`src/rtl/uart_pkg.sv`:
```
// Shared UART definitions: frame line levels, default sizes and the frame state
// encoding. Used by both the transmitter and the receiver.
package uart_pkg;

  localparam int   UART_DATA_BITS  = 8;
  localparam int   UART_CNT_W      = 14;
  localparam logic UART_IDLE_LEVEL = 1'b1;
  localparam logic START_BIT       = 1'b0;
  localparam logic STOP_BIT        = 1'b1;

  typedef enum logic [2:0] {
    IDLE,
    START,
    DATA,
    PARITY,
    STOP
  } uart_state_e;

endpackage

```
`src/rtl/uart_baud_gen.sv`:
```
// Bit-period divider: counts 0..max and pulses tick on the last clock of each bit.
// A held clear parks the counter at zero so a frame always starts on a full bit.
module uart_baud_gen
  import uart_pkg::*;
#(
  parameter int CNT_W = UART_CNT_W
) (
  input  logic             clk,
  input  logic             reset,
  input  logic             clear,
  input  logic [CNT_W-1:0] max,
  output logic             tick
);

  logic [CNT_W-1:0] count;

  assign tick = (count == max);

  always_ff @(posedge clk) begin
    if (reset || clear || tick) count <= '0;
    else                        count <= count + 1'b1;
  end

endmodule

```
`src/rtl/uart_tx.sv`:
```
// UART transmitter, 8N1 by default, byte accepted on a valid/ready handshake.
// Define UART_TX_PARITY_EN to add a parity bit (parity_odd selects odd parity).
module uart_tx
  import uart_pkg::*;
#(
  parameter int DATA_BITS = UART_DATA_BITS,
  parameter int CNT_W     = UART_CNT_W
) (
  input  logic                 clk,
  input  logic                 reset,
  input  logic [CNT_W-1:0]     baud_tick_max,
  input  logic [DATA_BITS-1:0] tx_data,
  input  logic                 tx_valid,
`ifdef UART_TX_PARITY_EN
  input  logic                 parity_odd,
`endif
  output logic                 tx_ready,
  output logic                 tx,
  output logic                 busy,
  output logic                 tx_done
);

  localparam int IDX_W = (DATA_BITS > 1) ? $clog2(DATA_BITS) : 1;
  localparam logic [IDX_W-1:0] LAST_IDX = IDX_W'(DATA_BITS - 1);

  uart_state_e          state, state_n;
  logic [DATA_BITS-1:0] shift, shift_n;
  logic [IDX_W-1:0]     bit_idx, bit_idx_n;
  logic [CNT_W-1:0]     max_q;
  logic                 tick;
  logic                 fire;
  logic                 tx_n;
`ifdef UART_TX_PARITY_EN
  logic                 par_q;
`endif

  assign fire = tx_valid && tx_ready;

  uart_baud_gen #(.CNT_W(CNT_W)) u_baud (
    .clk   (clk),
    .reset (reset),
    .clear (state == IDLE),
    .max   (max_q),
    .tick  (tick)
  );

  // tx is registered from the next-state value so the line changes on the same
  // edge as the state and never passes through combinational logic.
  always_ff @(posedge clk) begin
    if (reset) begin
      state   <= IDLE;
      bit_idx <= '0;
      tx      <= UART_IDLE_LEVEL;
    end else begin
      state   <= state_n;
      bit_idx <= bit_idx_n;
      tx      <= tx_n;
    end
  end

  always_ff @(posedge clk) begin
    shift <= shift_n;
    if (fire) begin
      max_q <= baud_tick_max;
`ifdef UART_TX_PARITY_EN
      par_q <= (^tx_data) ^ parity_odd;
`endif
    end
  end

  always_comb begin
    state_n   = state;
    shift_n   = shift;
    bit_idx_n = bit_idx;
    case (state)
      IDLE: begin
        if (fire) begin
          state_n   = START;
          shift_n   = tx_data;
          bit_idx_n = '0;
        end
      end
      START: if (tick) state_n = DATA;
      DATA: begin
        if (tick) begin
          shift_n = shift >> 1;
          if (bit_idx == LAST_IDX) begin
            bit_idx_n = '0;
`ifdef UART_TX_PARITY_EN
            state_n   = PARITY;
`else
            state_n   = STOP;
`endif
          end else begin
            bit_idx_n = bit_idx + 1'b1;
          end
        end
      end
`ifdef UART_TX_PARITY_EN
      PARITY: if (tick) state_n = STOP;
`endif
      STOP: if (tick) state_n = IDLE;
      default: state_n = IDLE;
    endcase
  end

  always_comb begin
    tx_ready = (state == IDLE) && !reset;
    busy     = (state != IDLE);
    tx_done  = (state == STOP) && tick;
    case (state_n)
      START:   tx_n = START_BIT;
      DATA:    tx_n = shift_n[0];
`ifdef UART_TX_PARITY_EN
      PARITY:  tx_n = par_q;
`endif
      STOP:    tx_n = STOP_BIT;
      default: tx_n = UART_IDLE_LEVEL;
    endcase
  end

endmodule

```
`config.mk`:
```
export PLATFORM = sky130hd
export DESIGN_NAME = uart_tx
export DESIGN_NICKNAME = d
export VERILOG_FILES = /design/src/rtl/uart_pkg.sv /design/src/rtl/uart_baud_gen.sv /design/src/rtl/uart_tx.sv
export SDC_FILE = /design/constraint.sdc
export NUM_CORES = 1
export LEC_CHECK = 0
export CORE_UTILIZATION = 50
export CTS_CLUSTER_SIZE = 24
export DETAILED_ROUTE_END_ITERATION = 7
export PLACE_DENSITY = 0.75
export SLEW_MARGIN = 20
export SYNTH_ARGS = -nofsm -noshare
export SYNTH_HDL_FRONTEND = slang
export SYNTH_HIERARCHICAL = 1
export SYNTH_SLANG_ARGS = --single-unit
export TNS_END_PERCENT = 20
```
`constraint.sdc`:
```
create_clock -name clk -period 3.15 [get_ports clk]
set_input_delay 0.4725 -clock clk [delete_from_list [all_inputs] [get_ports clk]]
set_output_delay 0.4725 -clock clk [all_outputs]
set_load 0.05 [all_outputs]
```
==> flow_metrics.py, run 1 <==
metrics = {
    "yosys": {
        "synth_top_area_frac": 0.329,
        "syn-num-nets": 193,
        "yosysSeqAreaShare": 0.558,
        "synth_edf_count": 21,
        "ys.flop_type": "dfxtp_1",
        "ys_warn_count": 6,
        "synth.top_cells.by_area": "edfxtp_1, dfxtp_1, xnor2_1",
        "synth.distinct_cells": 46,
        "avgSynthCellArea_sq_um": 11.6,
        "ys_ff_latch": 43,
        "synth_top_area_cell": "edfxtp_1",
        "synth_area_sq_um": 1920,
        "async_reset_ff_frac": 0,
        "syn_inst": 165,
    },
    "global_routing": {
        "grt_max_degree": 22,
        "grt_use_total": 0.199,
        "antenna_found_initial": 0,
        "busiest_layer": "met2",
        "met2_usage": 0.316,
        "use_met1": 0.243,
        "globalRouteOverflowTotal": 0,
        "grt_pass1_vias": 1365,
        "grt_pass1_wl_um": 6110,
        "met3_usage": 0.0536,
    },
    "timing": {
        "hold_viol_final": 0,
        "max_slew_margin": 0.674,
        "skew_ns": 0.00516,
        "max_freq_mhz": 374,
        "fin_crit_ns": 2.68,
        "fin_setup_tns_ns": 0,
        "rsz0062_at_grt": "false",
        "slew_viol_final": 0,
        "tightest_slew_ns": 0.487,
        "finalSetupViolCount": 0,
        "post-route-period-util": 0.849,
    },
    "final_layout": {
        "n_antenna_cell": 0,
        "finish.utilization": 0.636,
        "fin_area_sq_um": 2330,
        "area_delta_synth_final_pct": 21.3,
        "drive_above_1_share": 0.0979,
        "fin_nets": 221,
    },
    "critical_path": {
        "r2r_slack_ns": 0.76,
        "critPathArrivalTime_ns": 2.20,
        "start_kind": "flip-flop",
        "worstReg2RegEnd": "tx$_SDFF_PP1_",
        "path_class": "flip-flop to output port",
        "reg2regPathDepth": 7,
        "cp_max_fo": 19,
        "crit_required_ns": 2.68,
        "endpoint_kind": "output port",
        "r2r-start": "u_baud/count[2]$_SDFF_PP0_",
    },
    "pwr": {
        "switchingPower_mw": 0.225,
        "power.share.clock": 0.348,
        "p_int_mw": 0.853,
        "power_leakage_nw": 0.770,
        "total_power_mw": 1.08,
        "ir_drop_v": 0.000413,
        "switching_share": 0.209,
        "p_seq_frac": 0.569,
        "combinationalPowerShare": 0.083,
        "p_per_area_nw_per_um2": 463,
    },
    "placement": {
        "numPortBuffers": 28,
        "gp_congestion": 0.856,
        "placed_area_sq_um": 2230,
        "dp.final_hpwl_um": 2530,
    },
    "clock_tree": {
        "cts_hold_buffers": 0,
        "clockBufferDepth": 2,
        "cts.clk_slew.worst_paths_ns": 0.08,
        "cts_resized": 0,
        "cts_sinks": 43,
        "cts_max_level": 2,
        "root_buffer": "clkbuf_8",
        "post_cts.repair.setup_buffers": 0,
        "cts_inserted_buffers": 5,
        "cts_tree": "done",
        "clk_latency_ns": 0.29,
    },
    "drt": {
        "num_vias": 1340,
        "drt-vias-per-instance": 5.54,
        "drc": 0,
        "totalWireLength_um": 3580,
        "dr.pass1.iters": 4,
        "antenna_left": 0,
        "drt_iter0_drc": 75,
        "wl_per_cell_um": 14.8,
    },
    "flow_run": {
        "maxCapViolations": 0,
    },
    "worst_hold_path": {
        "worstHoldStart": "shift[0]$_DFF_P_",
        "min_to": "shift[0]$_DFF_P_",
        "hold-path-cell-count": 1,
        "min_path_type": "flip-flop to flip-flop",
    },
    "die": {
        "chipHeight_um": 64.0,
        "initial_core_util": 0.524,
        "die_w_um": 64.0,
        "rows": 22,
        "die_area_sq_um": 4090,
        "core_area_sq_um": 3660,
        "io_pins": 29,
    },
    "status": {
        "status": "complete, no violations",
    },
}
[per-layer routing]
metal	vias to the layer above	part of all wire
li1	655	-
met1	642	0.45
met2	36	0.49
met3	7	0.039
met4	0	0.021
met5	-	0
[critical path: stages, from the launching register on]
cell and delay [ns]:
dfxtp_1 0.45, xnor2_1 0.15, nand4_1 0.18, nor4_4 0.32
buf_4 0.28, nand2_1 0.07, nor3_1 0.28, buf_12 0.18
[power by group through the flow]
stage	clock network [mW]	logic [mW]	registers (mW)
after floorplan	0	0.0469	0.626
after global placement	0	0.0864	0.626
after detailed placement	0	0.0894	0.626
after CTS	0.385	0.0898	0.613
after global routing	0.409	0.0964	0.615
final	0.376	0.0891	0.613
[cells in the final DEF, fill, tap and decap left out, drive strengths merged, types with 2 or more instances in the layout]
| cell type | netlist | layout |
|---|---|---|
| nor4 | 2 | 2 |
| or3 | 2 | 2 |
| nand2 | 9 | 9 |
| xnor2 | 19 | 19 |
| dfxtp | 22 | 22 |
| nor2 | 7 | 7 |
| edfxtp | 21 | 21 |
| and2 | 2 | 2 |
| and4 | 2 | 2 |
| xor2 | 6 | 6 |
| buf | 6 | 2 |
| clkdlybuf4s50 | 0 | 27 |
| nand3 | 6 | 6 |
| nand4 | 5 | 5 |
| nand3b | 2 | 2 |
| nor3 | 17 | 17 |
| clkbuf | 2 | 8 |
| a22o | 6 | 6 |
| ha | 3 | 3 |
| a21oi | 6 | 6 |
| inv | 3 | 3 |
[sequential cells by signal, indices dropped and copies added, names as in the netlist]
name          cells
max_q            14
u_baud/count     14
shift             8
bit_idx           3
state             3
tx                1
[cell usage after synthesis (3+ instances only)]
| cell | n |
|---|---|
| nand3_1 | 6 |
| nand4_1 | 5 |
| dfxtp_1 | 22 |
| a21oi_1 | 5 |
| xor2_1 | 6 |
| nand2_1 | 8 |
| edfxtp_1 | 21 |
| nor3_1 | 17 |
| buf_2 | 3 |
| a22o_1 | 6 |
| xnor2_1 | 19 |
| ha_1 | 3 |
| nor2_1 | 7 |
[per-stage QoR]
| stage | setup slack (ns) | hold slack [ns] | std cells |
|---|---|---|---|
| 5_1_grt | 0.348 | 0.528 | 242 |
| 6_report | 0.474 | 0.499 | 242 |
| 3_5_place_dp | 0.527 | 0.484 | 234 |
| 3_3_place_gp | 0.620 | 0.478 | 234 |
| 4_1_cts | 0.458 | 0.500 | 242 |
| 2_1_floorplan | 0.280 | 0.457 | 165 |
[logic make-up after synthesis]
kind of cell | synth area share
adders and majority gates | 0.0196
xor gates and xnor gates | 0.114
and+or+nand+nor | 0.195
AOI/OAI and AO/OA | 0.0776
buffers and inverters | 0.0359
DFF | 0.558
[cell type report]
cell class	instances	area, sq um
clock buffer	8	100
inverter	4	20.0
tap	48	60.1
multi-input combinational	110	779
timing repair buffer	29	298
fill	302	1330
sequential	43	1070
[how the worst max path moves through the flow]
stage                                     startpoint  slack [ns]       endpoint  depth (start not counted)
after floorplan           u_baud/count[2]$_SDFF_PP0_        0.28        tx_done                          6
after global placement                         reset        0.62  tx$_SDFF_PP1_                          6
after detailed placement                       reset        0.53  tx$_SDFF_PP1_                          6
after CTS                 u_baud/count[2]$_SDFF_PP0_        0.46        tx_done                          7
after global routing              max_q[4]$_DFFE_PP_        0.35        tx_done                          7
final                     u_baud/count[2]$_SDFF_PP0_        0.47        tx_done                          7
(Power assumes the default switching activity.)
==> run 2, diff against run 1 <==
==> constraint.sdc (replaced) <==
create_clock -name clk -period 2.7 [get_ports clk]
set_input_delay 0.405 -clock clk [delete_from_list [all_inputs] [get_ports clk]]
set_output_delay 0.405 -clock clk [all_outputs]
set_load 0.05 [all_outputs]
==> run 2 against run 1 <==
The run now ends with design-rule violations left. Combinational power is 20% higher. Final cell count is 0.83% higher. First-iteration DRC count increased by 37%. Critical path type unchanged. Largest cell class unchanged. Largest power group unchanged. Highest routed layer unchanged.
==> flow_metrics.py, run 2 (synthesis results as in run 1) <==
metrics = {
    "final_layout": {
        "mostFrequentLayoutCells": "clkdlybuf4s50_1, dfxtp_1, edfxtp_1",
        "drive_above_1_share": 0.122,
        "n_antenna_cell": 0,
        "num-fill-cells": 294,
        "fin_nets": 223,
        "area_delta_synth_final_pct": 24.1,
        "final_common_cell": "clkdlybuf4s50_1",
        "reg.largest.list": "max_q: 14 flops, u_baud/count: 14 flops, shift: 8 flops",
        "fin_area_sq_um": 2380,
    },
    "global_routing": {
        "globalRouteOverflowTotal": 0,
        "met3_usage": 0.0607,
        "met2_usage": 0.295,
        "antenna_found_initial": 0,
        "busiest_layer": "met2",
        "grt_pass1_wl_um": 5940,
        "grt_pass1_vias": 1301,
        "grt_max_degree": 21,
        "grt_use_total": 0.193,
        "use_met1": 0.253,
    },
    "critical_path": {
        "cp_slowest_stage_delay_ns": 0.40,
        "critPathArrivalTime_ns": 2.10,
        "cp_max_fo": 19,
        "start_kind": "flip-flop",
        "crit_required_ns": 2.30,
        "cp_slowest_cell": "edfxtp_1",
        "path_cells": "xnor2_1, nand4_1, nor4_4, buf_4, nand2_1, nor3_2, buf_12",
        "endpoint_kind": "output port",
        "path_class": "flip-flop to output port",
    },
    "pwr": {
        "total_power_mw": 1.41,
        "power_leakage_nw": 0.798,
        "p_per_area_nw_per_um2": 590,
        "ir_drop_v": 0.000500,
    },
    "status": {
        "status": "complete, but fails checks",
        "violations": "design-rule violations",
    },
    "placement": {
        "gp_congestion": 0.915,
        "dp.final_hpwl_um": 2500,
        "numPortBuffers": 28,
        "placed_area_sq_um": 2250,
    },
    "drt": {
        "drt-vias-per-instance": 5.49,
        "drt_iter0_drc": 103,
        "num_vias": 1340,
        "drc": 1,
        "antenna_left": 0,
        "totalWireLength_um": 3570,
        "wl_per_cell_um": 14.6,
        "dr.pass1.iters": 8,
    },
    "timing": {
        "max_slew_margin": 0.673,
        "max_freq_mhz": 400,
        "hold_ws_ns": 0.499,
        "skew_ns": 0.00854,
        "hold_viol_final": 0,
        "rsz0062_at_grt": "false",
        "slew_viol_final": 0,
        "fin_crit_ns": 2.50,
        "post-route-period-util": 0.927,
        "tightest_slew_ns": 0.489,
        "finalSetupViolCount": 0,
        "fin_setup_tns_ns": 0,
    },
    "die": {
        "rows": 22,
        "initial_core_util": 0.524,
        "die_w_um": 64.0,
        "chipHeight_um": 64.0,
        "core_area_sq_um": 3660,
        "die_area_sq_um": 4090,
        "io_pins": 29,
    },
    "flow_run": {
        "maxCapViolations": 0,
    },
    "clock_tree": {
        "cts.clk_slew.worst_paths_ns": 0.08,
        "cts_hold_buffers": 0,
        "cts_resized": 0,
        "post_cts.repair.setup_buffers": 0,
        "root_buffer": "clkbuf_8",
        "cts_inserted_buffers": 5,
        "cts_max_level": 2,
        "cts_sinks": 43,
        "clockBufferDepth": 2,
        "cts_tree": "done",
        "clk_latency_ns": 0.29,
    },
    "worst_hold_path": {
        "min_path_type": "flip-flop to flip-flop",
    },
}
run 2: routing by layer:
layer | part of all wire | routed length [um] | vias to the layer above
li1 | - | - | 664
met1 | 0.45 | 1600 | 624
met3 | 0.052 | 186 | 6
met4 | 0.015 | 52 | 0
met5 | 0 | 0 | -
met2 | 0.49 | 1740 | 46
run 2: path summary, 6_finish.rpt:
kind                                               from                 endpoint  slack (ns)  cells after the start
worst max-delay path                 max_q[3]$_DFFE_PP_                  tx_done        0.20                      7
worst min-delay path            bit_idx[1]$_SDFFE_PP0P_  bit_idx[1]$_SDFFE_PP0P_        0.50                      2
worst max register to register       max_q[3]$_DFFE_PP_            tx$_SDFF_PP1_        0.29                      7
worst min register to register  bit_idx[1]$_SDFFE_PP0P_  bit_idx[1]$_SDFFE_PP0P_        0.50                      2
run 2: worst max-delay path: cells and delay by family, from the launching register on:
family	cells	cell delay, ns
xor gates and xnor gates	1	0.20
buffers and inverters	2	0.45
DFF	1	0.40
and+or+nand+nor	4	0.76
run 2: cell type report:
type,count,area [sq um],share of cell area
clock buffers,5,68.8,0.0289
well taps,48,60.1,0.0252
clock inverters,3,67.6,0.0284
flip-flops and latches,43,1070,0.450
repair buffers,31,310,0.130
inverters,4,20.0,0.00840
multi-input cells,110,785,0.329
run 2: through the flow:
step	cells	utilization	setup slack, ns
after floorplan	165	-	0.321
after global placement	236	0.613	0.393
after detailed placement	236	0.613	0.293
after CTS	244	0.651	0.163
after global routing	244	0.651	0.0259
final	244	0.651	0.198
run 2: power by group:
part           internal [mW]  switching (mW)
Clock                  0.369           0.214
Combinational         0.0577          0.0494
Sequential             0.706          0.0108
Total                   1.13           0.274
==> run 3, diff against run 2 <==
--- a/config.mk
+++ b/config.mk
@@ -5,6 +5,7 @@
 export SDC_FILE = /design/constraint.sdc
 export NUM_CORES = 1
 export LEC_CHECK = 0
+export ABC_CLOCK_PERIOD_IN_PS = 2700
 export CORE_UTILIZATION = 50
 export CTS_CLUSTER_SIZE = 24
 export DETAILED_ROUTE_END_ITERATION = 7
==> results of run 3 <==
Same layout as run 2: the final DEF is identical, and so are final timing and power.
==> edit, RTL diff (config.mk and constraints of run 1) <==
The 5 states of `uart_state_e` get a one-hot encoding in 5 bits.
--- a/src/rtl/uart_pkg.sv
+++ b/src/rtl/uart_pkg.sv
@@ -9,10 +9,10 @@
   localparam logic STOP_BIT        = 1'b1;
 
-  typedef enum logic [2:0] {
-    IDLE,
-    START,
-    DATA,
-    PARITY,
-    STOP
+  typedef enum logic [4:0] {
+    IDLE   = 5'b00001,
+    START  = 5'b00010,
+    DATA   = 5'b00100,
+    PARITY = 5'b01000,
+    STOP   = 5'b10000
   } uart_state_e;
 
Check against the original RTL: same outputs for any inputs over 10 cycles, from zero or initial values and one cycle with reset high; not proved beyond that.
==> edit against run 1 <==
  * Power increased by 5.6%
  * Synthesized cell count rose by 7.3%
  * Non-clock buffer count up 1
  * Routed wire length up 6.1%
  * Sequential power increased by 3.6%
  * Area after synthesis increased by 8.0%
  * Count of clock-buffer cells in the layout is 2 lower
  * Worst hold slack worse by 17 ps
  * Cell area increased by 7.3%
  * Critical path depth decreased by 1
  * Worst setup slack better by 30 ps
  * Sequential cell count rose by 2
==> edit: results (changes against run 1) <==
| Metric | Value |
|---|---|
| Max Clock Skew | `6.31 ps (was 5.16 ps)` |
| Cell count of the worst hold path | `2 (was 1)` |
| Post-detailed-route wirelength per cell | `14.7 um (was 14.8 um)` |
| Most frequent cells after synthesis | `24 x dfxtp_1, 21 x edfxtp_1, 19 x xnor2_1, 16 x nor3_1, 8 x nand2_1 (was 22 x dfxtp_1, 21 x edfxtp_1, 19 x xnor2_1, 17 x nor3_1, 8 x nand2_1)` |
| Ratio of cells with drive above 1 in the final layout | `9.62% (was 9.79%)` |
| Beginning of the worst hold path | `bit_idx[0]$_SDFFE_PP0P_ (was shift[0]$_DFF_P_)` |
| Worst setup slack before clock tree synthesis | `641 ps (was 527 ps)` |
| Total global routing track utilization | `19.7% (was 19.9%)` |
| Via count of the first global-routing pass | `1411 (was 1365)` |
| Status | `finished clean (unchanged)` |
| HPWL reported at the end of detailed placement | `2770 um (was 2530 um)` |
| Peak supply drop | `0.000324 V (was 0.000413 V)` |
| Critical Path Max Stage Delay | `470 ps (was 450 ps)` |
| Number of DRC markers in iteration 0 | `36 (was 75)` |
| Power in the clock group | `416 uW (was 376 uW)` |
| Power spent charging and discharging nets | `230 uW (was 225 uW)` |
| Total placed instance area | `2390 sq um (was 2230 sq um)` |
| Global-route wire length before repair | `6380 um (was 6110 um)` |
| GP Congestion | `0.907 (was 0.856)` |
| Count of mapped cells out of synthesis | `177 (was 165)` |
| Synth area leaders | `edfxtp_1 30%, dfxtp_1 23%, xnor2_1 8.0%, nor3_1 3.9%, a22o_1 2.5% (was edfxtp_1 33%, dfxtp_1 23%, xnor2_1 8.7%, nor3_1 4.4%, a22o_1 2.7%)` |
| Wirelength, routed | `3800 um (was 3580 um)` |
| Power drawn by the combinational cells | `87.7 uW (was 89.1 uW)` |
| Proportion of synthesized chip area in sequential cells | `53.6% (was 55.8%)` |
| Max Fanout on Critical Path | `6 (was 19)` |
| Filler Cell Count | `312 (was 302)` |
| Terminating pin of the worst hold path | `bit_idx[0]$_SDFFE_PP0P_ (was shift[0]$_DFF_P_)` |
| Net count of the finished layout | `235 (was 221)` |
| Mean number of vias per cell | `5.53 (was 5.54)` |
| Depth of the most critical reg-to-reg path | `6 (was 7)` |
| Power density over the cells | `456 nW/um^2 (was 463 nW/um^2)` |
| Number of distinct library cell variants in the gate-level netlist after synthesis | `53 (was 46)` |
[edit: cell families after synthesis]
| family | count (synthesis) | synth area share (%) |
|---|---|---|
| DFF | 45 | 53.6 |
| buffers and inverters | 9 | 2.66 |
| AOI/OAI and AO/OA | 23 | 8.76 |
| xor gates and xnor gates | 25 | 10.6 |
| other | 1 | 0.181 |
| and+or+nand+nor | 71 | 22.4 |
| adders and majority gates | 3 | 1.81 |
[edit: worst max-delay path: cells and delay by family, from the launching register on]
kind | cells | cell delay (ps)
buffers and inverters | 1 | 150
flip-flops | 1 | 470
AND/OR/NAND/NOR | 4 | 1090
XOR/XNOR | 1 | 160
[edit: worst max-delay path by stage]
stage | from | end | slack [ps] | cells past startpoint
3_3_place_gp | reset | tx_ready | 660 | 3
4_1_cts | u_baud/count[2]$_SDFF_PP0_ | tx_done | 500 | 6
5_1_grt | state[3]$_SDFF_PP0_ | tx_ready | 390 | 4
6_report | u_baud/count[2]$_SDFF_PP0_ | tx_done | 500 | 6
3_5_place_dp | reset | tx_ready | 640 | 3
2_1_floorplan | u_baud/count[2]$_SDFF_PP0_ | tx_done | 620 | 6
[edit: layer usage]
layer / vias up / GRT usage [%] / part of all wire, %
met5: - / 0 / 0
met4: 0 / 8.51 / 1.6
met3: 7 / 5.86 / 4.3
met2: 39 / 30.9 / 47
met1: 671 / 25.1 / 47
li1: 710 / - / -
[edit: area by class of cell]
type / count / area [sq um] / share of cell area, %
clock buffer: 6 / 72.6 / 2.90
clock inverter: 2 / 33.8 / 1.35
inverter: 2 / 7.51 / 0.300
multi-input combinational: 123 / 906 / 36.3
sequential: 45 / 1110 / 44.5
tap: 50 / 62.6 / 2.50
timing repair buffer: 30 / 305 / 12.2
